$ cat src/rtl/mac_pkg.sv
`default_nettype none
// ============================================================================
// Package : mac_pkg
// Purpose : Shared constants and FSM state type for the 16-lane MAC
//           sequencer and its writeback helpers.
// Revision: 1.0 - initial release
// ============================================================================
package mac_pkg;

    localparam int N        = 16;                    // MAC lanes per chunk
    localparam int WI       = 8;                     // operand width
    localparam int WA       = 2*WI + $clog2(N) + 2;  // MAC partial-sum width (22)
    localparam int ACCW     = 32;                    // row accumulator width
    localparam int AW       = 12;                    // SRAM address width
    localparam int CW       = 12;                    // chunk/row counter width
    localparam int MAC_LAT  = 5;                     // vld_i -> vld_o cycles
    localparam int SRAM_LAT = 1;                     // read enable -> data cycles

    typedef enum logic [2:0] {
        IDLE  = 3'd0,
        ISSUE = 3'd1,
        DRAIN = 3'd2,
        POST  = 3'd3,
        OUT   = 3'd4,
        FIN   = 3'd5
    } state_t;

endpackage : mac_pkg
`default_nettype wire

$ cat src/rtl/mac_requant.sv
`default_nettype none
// ============================================================================
// Module  : mac_requant
// Purpose : Combinational requantizer: round-half-up arithmetic right shift,
//           optional ReLU, saturation to signed int8.
// Ports   : acc_i   in  ACCW  signed accumulator
//           shift_i in  5     right-shift amount 0..31
//           relu_i  in  1     clamp negative results to zero
//           q_o     out 8     signed int8 result
// Revision: 1.0 - initial release
// ============================================================================
module mac_requant
    import mac_pkg::*;
(
    input  logic [ACCW-1:0] acc_i,
    input  logic [4:0]      shift_i,
    input  logic            relu_i,
    output logic [7:0]      q_o
);

    // One guard bit so adding the rounding constant to a near-max value
    // cannot wrap before the shift.
    localparam logic signed [ACCW:0] Q_MAX = (ACCW+1)'(127);
    localparam logic signed [ACCW:0] Q_MIN = (ACCW+1)'(-128);

    logic signed [ACCW:0] ext_d;
    logic signed [ACCW:0] rnd_d;
    logic signed [ACCW:0] sum_d;
    logic signed [ACCW:0] shd_d;

    always_comb begin
        ext_d = $signed({acc_i[ACCW-1], acc_i});
        rnd_d = '0;
        if (shift_i != 5'd0) begin
            rnd_d = $signed((ACCW+1)'(1) << (shift_i - 5'd1));
        end
        sum_d = ext_d + rnd_d;
        shd_d = sum_d >>> shift_i;

        if (relu_i && shd_d[ACCW]) begin
            q_o = 8'd0;
        end else if (shd_d > Q_MAX) begin
            q_o = 8'h7F;
        end else if (shd_d < Q_MIN) begin
            q_o = 8'h80;
        end else begin
            q_o = shd_d[7:0];
        end
    end

endmodule : mac_requant
`default_nettype wire

$ cat src/rtl/mac_seq_ctrl.sv
`default_nettype none
// ============================================================================
// Module  : mac_seq_ctrl
// Purpose : Matrix-vector sequencer for the 16-lane pipelined MAC. For each
//           output row it reads cfg_chunks weight/activation chunks, sums the
//           returned partial sums, requantizes to int8 and presents one
//           result per row on a valid/ready port.
// Ports   : clk, rst                      clock / sync active-high reset
//           start, cfg_*                  job launch and configuration
//           busy, done                    job status
//           w_rd_*, a_rd_*                buffer SRAM read ports
//           mac_vld_i / mac_vld_o, mac_acc MAC handshake and partial sum
//           out_valid/ready/data/acc      result port
// Revision: 1.0 - initial release
// ============================================================================
module mac_seq_ctrl
    import mac_pkg::*;
(
    input  logic            clk,
    input  logic            rst,
    input  logic            start,
    input  logic [CW-1:0]   cfg_chunks,
    input  logic [CW-1:0]   cfg_rows,
    input  logic [4:0]      cfg_shift,
    input  logic            cfg_relu,
    output logic            busy,
    output logic            done,
    output logic            w_rd_en,
    output logic [AW-1:0]   w_rd_addr,
    output logic            a_rd_en,
    output logic [AW-1:0]   a_rd_addr,
    output logic            mac_vld_i,
    input  logic            mac_vld_o,
    input  logic [WA-1:0]   mac_acc,
    output logic            out_valid,
    input  logic            out_ready,
    output logic [7:0]      out_data,
    output logic [ACCW-1:0] out_acc
);

    state_t          state_q, state_d;

    logic [CW-1:0]   chunks_q, rows_q;
    logic [4:0]      shift_q;
    logic            relu_q;
    logic [CW-1:0]   chunk_q, row_q, ret_q;
    logic [AW-1:0]   waddr_q;
    logic            mvld_q;
    logic [ACCW-1:0] acc_q;
    logic [7:0]      odata_q;
    logic [ACCW-1:0] oacc_q;

    logic            start_acc_d;
    logic            acc_en_d;
    logic [CW-1:0]   ret_nxt_d;
    logic            accept_d;
    logic            enter_issue_d;
    logic [ACCW-1:0] mac_ext_d;
    logic [7:0]      req_q_d;

    // ------------------------------------------------------------------
    // Shared control terms
    // ------------------------------------------------------------------
    always_comb begin
        start_acc_d = start && (state_q == IDLE);
        // Returns outside ISSUE/DRAIN (e.g. stragglers after a reset) are dropped.
        acc_en_d    = mac_vld_o && ((state_q == ISSUE) || (state_q == DRAIN));
        // The drain exit looks at the count including this cycle's return so
        // POST follows the final return without an extra idle cycle.
        ret_nxt_d   = ret_q + CW'(acc_en_d);
        accept_d    = (state_q == OUT) && out_ready;
        mac_ext_d   = {{(ACCW-WA){mac_acc[WA-1]}}, mac_acc};
    end

    // ------------------------------------------------------------------
    // FSM: state register
    // ------------------------------------------------------------------
    always_ff @(posedge clk) begin
        if (rst) begin
            state_q <= IDLE;
        end else begin
            state_q <= state_d;
        end
    end

    // ------------------------------------------------------------------
    // FSM: next state
    // ------------------------------------------------------------------
    always_comb begin
        state_d = state_q;
        case (state_q)
            IDLE: begin
                if (start) begin
                    state_d = ((cfg_chunks == '0) || (cfg_rows == '0)) ? FIN : ISSUE;
                end
            end
            ISSUE: begin
                if (chunk_q == chunks_q - CW'(1)) begin
                    state_d = DRAIN;
                end
            end
            DRAIN: begin
                if (ret_nxt_d == chunks_q) begin
                    state_d = POST;
                end
            end
            POST:    state_d = OUT;
            OUT: begin
                if (out_ready) begin
                    state_d = (row_q == rows_q - CW'(1)) ? FIN : ISSUE;
                end
            end
            FIN:     state_d = IDLE;
            default: state_d = IDLE;
        endcase
        enter_issue_d = (state_d == ISSUE) && (state_q != ISSUE);
    end

    // ------------------------------------------------------------------
    // FSM: outputs
    // ------------------------------------------------------------------
    always_comb begin
        busy      = (state_q != IDLE);
        done      = (state_q == FIN);
        w_rd_en   = (state_q == ISSUE);
        a_rd_en   = (state_q == ISSUE);
        out_valid = (state_q == OUT);
    end

    assign w_rd_addr = waddr_q;
    assign a_rd_addr = AW'(chunk_q);
    assign mac_vld_i = mvld_q;
    assign out_data  = odata_q;
    assign out_acc   = oacc_q;

    mac_requant u_requant (
        .acc_i   (acc_q),
        .shift_i (shift_q),
        .relu_i  (relu_q),
        .q_o     (req_q_d)
    );

    // ------------------------------------------------------------------
    // Datapath: config, counters, address, accumulator, result regs
    // ------------------------------------------------------------------
    always_ff @(posedge clk) begin
        if (rst) begin
            chunks_q <= '0;
            rows_q   <= '0;
            shift_q  <= '0;
            relu_q   <= 1'b0;
            chunk_q  <= '0;
            row_q    <= '0;
            ret_q    <= '0;
            waddr_q  <= '0;
            mvld_q   <= 1'b0;
            acc_q    <= '0;
            odata_q  <= '0;
            oacc_q   <= '0;
        end else begin
            // SRAM data arrives one cycle after the read, so the MAC valid
            // is the read enable delayed by one.
            mvld_q <= (state_q == ISSUE);

            if (state_q == ISSUE) begin
                chunk_q <= chunk_q + CW'(1);
                // Linear weight address runs on across rows: row*chunks+chunk.
                waddr_q <= waddr_q + AW'(1);
            end

            if (acc_en_d) begin
                acc_q <= acc_q + mac_ext_d;
                ret_q <= ret_nxt_d;
            end

            if (enter_issue_d) begin
                chunk_q <= '0;
                ret_q   <= '0;
                acc_q   <= '0;
            end

            if (start_acc_d) begin
                chunks_q <= cfg_chunks;
                rows_q   <= cfg_rows;
                shift_q  <= cfg_shift;
                relu_q   <= cfg_relu;
                waddr_q  <= '0;
                row_q    <= '0;
            end

            if (state_q == POST) begin
                odata_q <= req_q_d;
                oacc_q  <= acc_q;
            end

            if (accept_d) begin
                row_q <= row_q + CW'(1);
            end
        end
    end

endmodule : mac_seq_ctrl
`default_nettype wire

$ cat config.mk
export PLATFORM = sky130hd
export DESIGN_NAME = mac_seq_ctrl
export DESIGN_NICKNAME = d
export VERILOG_FILES = /design/src/rtl/mac_pkg.sv /design/src/rtl/mac_requant.sv /design/src/rtl/mac_seq_ctrl.sv
export SDC_FILE = /design/constraint.sdc
export NUM_CORES = 1
export LEC_CHECK = 0
export ABC_AREA = 1
export CORE_MARGIN = 8
export CORE_UTILIZATION = 30
export DETAILED_ROUTE_END_ITERATION = 16
export PLACE_DENSITY_LB_ADDON = 0.15
export SKIP_CTS_REPAIR_TIMING = 1
export SLEW_MARGIN = 10
export SYNTH_ARGS = -nofsm -noshare
export SYNTH_HDL_FRONTEND = slang
export SYNTH_SLANG_ARGS = --single-unit
$ cat constraint.sdc
create_clock -name clk -period 6.6 [get_ports clk]
set_input_delay 0.66 -clock clk [delete_from_list [all_inputs] [get_ports clk]]
set_output_delay 0.66 -clock clk [all_outputs]
set_load 0.01 [all_outputs]
==> flow_metrics.py <==
metrics = {
    "flow_run": {
        "cap_violations": 0,
    },
    "die": {
        "ios": 127,
        "die_w_um": 229,
        "die_area_mm2": 0.0526,
        "fp.dieH_um": 229,
        "core_area_mm2": 0.0452,
        "initial_core_util_pct": 30.2,
        "rows": 78,
    },
    "route": {
        "antenna_left": 0,
        "drtIter0Drc": 1125,
        "first_pass_iters": 5,
        "detail_route.wl_per_cell_um": 16.2,
        "vias_per_cell": 4.96,
        "post-route-drc-count": 0,
        "route.final.wire_length_um": 48200,
        "vias": 14756,
    },
    "cells_and_area": {
        "fillers": 4969,
        "area_growth_syn_to_layout_pct": 17.8,
        "layout-drive-gt1-share_pct": 6.36,
        "multi_input_area_mm2": 0.00918,
        "regArea_mm2": 0.00308,
        "nets": 2490,
        "num_antenna_cells": 0,
    },
    "worst_setup_path": {
        "cp_max_fo": 36,
        "crit_required_ns": 6.92,
        "path_common_cell": "nand2_1",
        "cpMaxStageDelayCell": "fa_1",
        "worstSetupEndpointType": "flop",
        "slowest_delay_ns": 0.39,
        "arrival_ns": 5.13,
        "path_class": "reg2reg",
        "worstSetupStartpointType": "flop",
    },
    "cts": {
        "clock_path_buffers": 2,
        "cts_buffers": 17,
        "clockRootBuffer": "clkbuf_16",
        "htreeDepth": 4,
        "cts.sinks": 154,
        "clk_latency_ns": 0.45,
        "clkSlewWorstSetupHoldPaths_ns": 0.07,
        "cts_tree": "built",
    },
    "grt": {
        "grt_pass1_vias": 14028,
        "globalRouteOverflowTotal": 0,
        "antenna_found_initial": 0,
        "grt_start_max_net_pins": 72,
        "grtUsageTotal_pct": 18.0,
        "grt_pass1_wl_um": 77300,
    },
    "power_and_ir_drop": {
        "pwr-share-comb_pct": 26.7,
        "internal-power_w": 0.00176,
        "pwr_density_cell_mw_per_mm2": 169,
        "p_sw_share_pct": 35.4,
        "p_clk_share_pct": 36.8,
        "pwr-share-seq_pct": 36.5,
        "switching_power_w": 0.000961,
        "ir_drop_v": 0.000140,
        "leakage_nw": 7.54,
    },
    "synth": {
        "synth-edff-count": 0,
        "syn_avg_cell_area_um2": 6.00,
        "synth_ff_type": "dfxtp_1",
        "synth_nets": 2405,
        "synth-seq-area-share_pct": 22.6,
        "synth_area_leaders": "dfxtp_1 23%, nand2_1 17%, nand3_1 9.8%, inv_1 7.4%, nor2_1 6.7%",
        "synth_area_mm2": 0.0136,
        "synth_top_area_share_pct": 22.6,
        "synthesis.instances": 2276,
        "ys_seq_elements": 154,
        "synth.largest_area_cell": "dfxtp_1",
        "ys_warn_count": 0,
        "synthArstFlopShare_pct": 0,
        "yosysUniqueCellTypes": 60,
    },
    "place": {
        "numPortBuffers": 126,
        "place_ws_ns": 1.86,
        "place.gp.congestion": 0.915,
        "dpl.hpwl_um": 38300,
    },
    "run_status": {
        "status": "finished, final reports clean",
    },
    "timing": {
        "max_freq_ghz": 0.208,
        "setup_tns_ns": 0,
        "rsz0062_at_grt": "no",
        "min_period_over_period_pct": 72.9,
        "setup_violations": 0,
        "finalWorstSetupSlack_ns": 1.79,
        "slew-limit-headroom_pct": 54.8,
        "worst_slew_pin_slew_ns": 0.677,
        "min_period_ns": 4.81,
        "fin_skew_ns": 0.0175,
        "hold_violations": 0,
        "slew_violations": 0,
    },
    "hold_path": {
        "hold_path_class": "reg2reg",
    },
}
-- stage by stage --
stage          hold WS (ns)  cell area (um^2)  power [W]  utilization, %  std cells
2_1_floorplan         0.445             13600    0.00151               -       2276
3_3_place_gp          0.457             15500    0.00173            34.3       2942
3_5_place_dp          0.465             15500    0.00173            34.3       2942
4_1_cts               0.476             16100    0.00275            35.6       2974
5_1_grt               0.490             16100    0.00288            35.6       2974
6_report              0.472             16100    0.00272            35.6       2974
-- synth_stat cells (all sizes together), types with 8 or more instances --
cell type / number
nand2: 638
nand3: 302
inv: 278
nor2: 255
dfxtp: 154
a21oi: 141
o21ai: 119
ha: 70
xor2: 55
clkbuf: 48
buf: 30
xnor2: 30
nor3: 29
a211oi: 20
nand4: 15
nor4: 11
or2: 10
clkinv: 8
-- power by group through the flow --
stage               clock network, W  registers, W  logic (W)
global placement                   0       0.00101   0.000721
detailed placement                 0       0.00101   0.000719
CTS                          0.00104      0.000991   0.000723
floorplan                          0      0.000997   0.000517
global route                 0.00107      0.000995   0.000815
finish                       0.00100      0.000991   0.000725
-- layout make-up --
cell class	count	area share, %
multi-input combinational	1758	57.1
sequential	154	19.2
timing repair buffer	144	8.69
inverter	286	6.69
tap	600	4.67
clock buffer	19	2.82
clock inverter	13	0.833
-- per-layer routing --
layer  share of wire [%]  vias to the layer above  track usage, %
li1                    -                     7594               -
met1                  48                     6728            24.6
met2                  45                      385            29.5
met3                 4.8                       49            2.63
met4                 1.5                        0            4.48
met5                   0                        -               0
-- state kept, by name, summed over array words and instances (netlist names) --
register / flops
row_q: 12
out_acc: 32
rows_q: 12
a_rd_addr: 12
acc_q: 32
w_rd_addr: 12
chunks_q: 12
ret_q: 12
state_q: 3
mac_vld_i: 1
relu_q: 1
shift_q: 5
out_data: 8
-- worst max-delay path: cells and delay by family, from the launching register on --
kind / cells / cell delay (ns)
compound gates: 1 / 0.05
simple gates: 29 / 2.90
flops: 1 / 0.30
buf+inv: 7 / 0.83
fa+ha+maj: 2 / 0.57
-- cells in the final DEF, fill, tap and decap left out, drive strengths merged, types with 3 or more instances in the layout --
cell             n
clkbuf          19
o221ai           3
inv            284
xnor2           30
nand4           15
o21ai          119
nand2          638
clkinvlp         4
o21bai           6
nor4            11
ha              70
a21boi           3
buf             18
nand3          302
a21o             6
or2             10
and3             3
a31oi            5
clkinv          10
a211oi          20
a21oi          141
dfxtp          154
a221oi           6
nor3b            4
xor2            55
nand3b           3
nor2           255
a22oi            3
clkdlybuf4s50  126
nor3            29
-- kinds of logic after synthesis --
kind of cell,Yosys count,share of synthesized area [%]
xor gates and xnor gates,85,5.45
AOI/OAI and AO/OA,327,13.6
DFF,154,22.6
other,1,0.0275
buffers and inverters,364,10.3
adders and majority gates,72,6.71
and+or+nand+nor,1273,41.3
-- final timing paths --
kind / startpoint / endpoint / slack (ns) / depth (start not counted)
hold reg to reg: ret_q[0] / ret_q[0] / 0.47 / 2
setup / recovery: shift_q[1] / out_data[5] / 1.79 / 39
hold / removal: ret_q[0] / ret_q[0] / 0.47 / 2
setup reg to reg: shift_q[1] / out_data[5] / 1.79 / 39
Note: power is estimated with default switching activity, not from simulation.
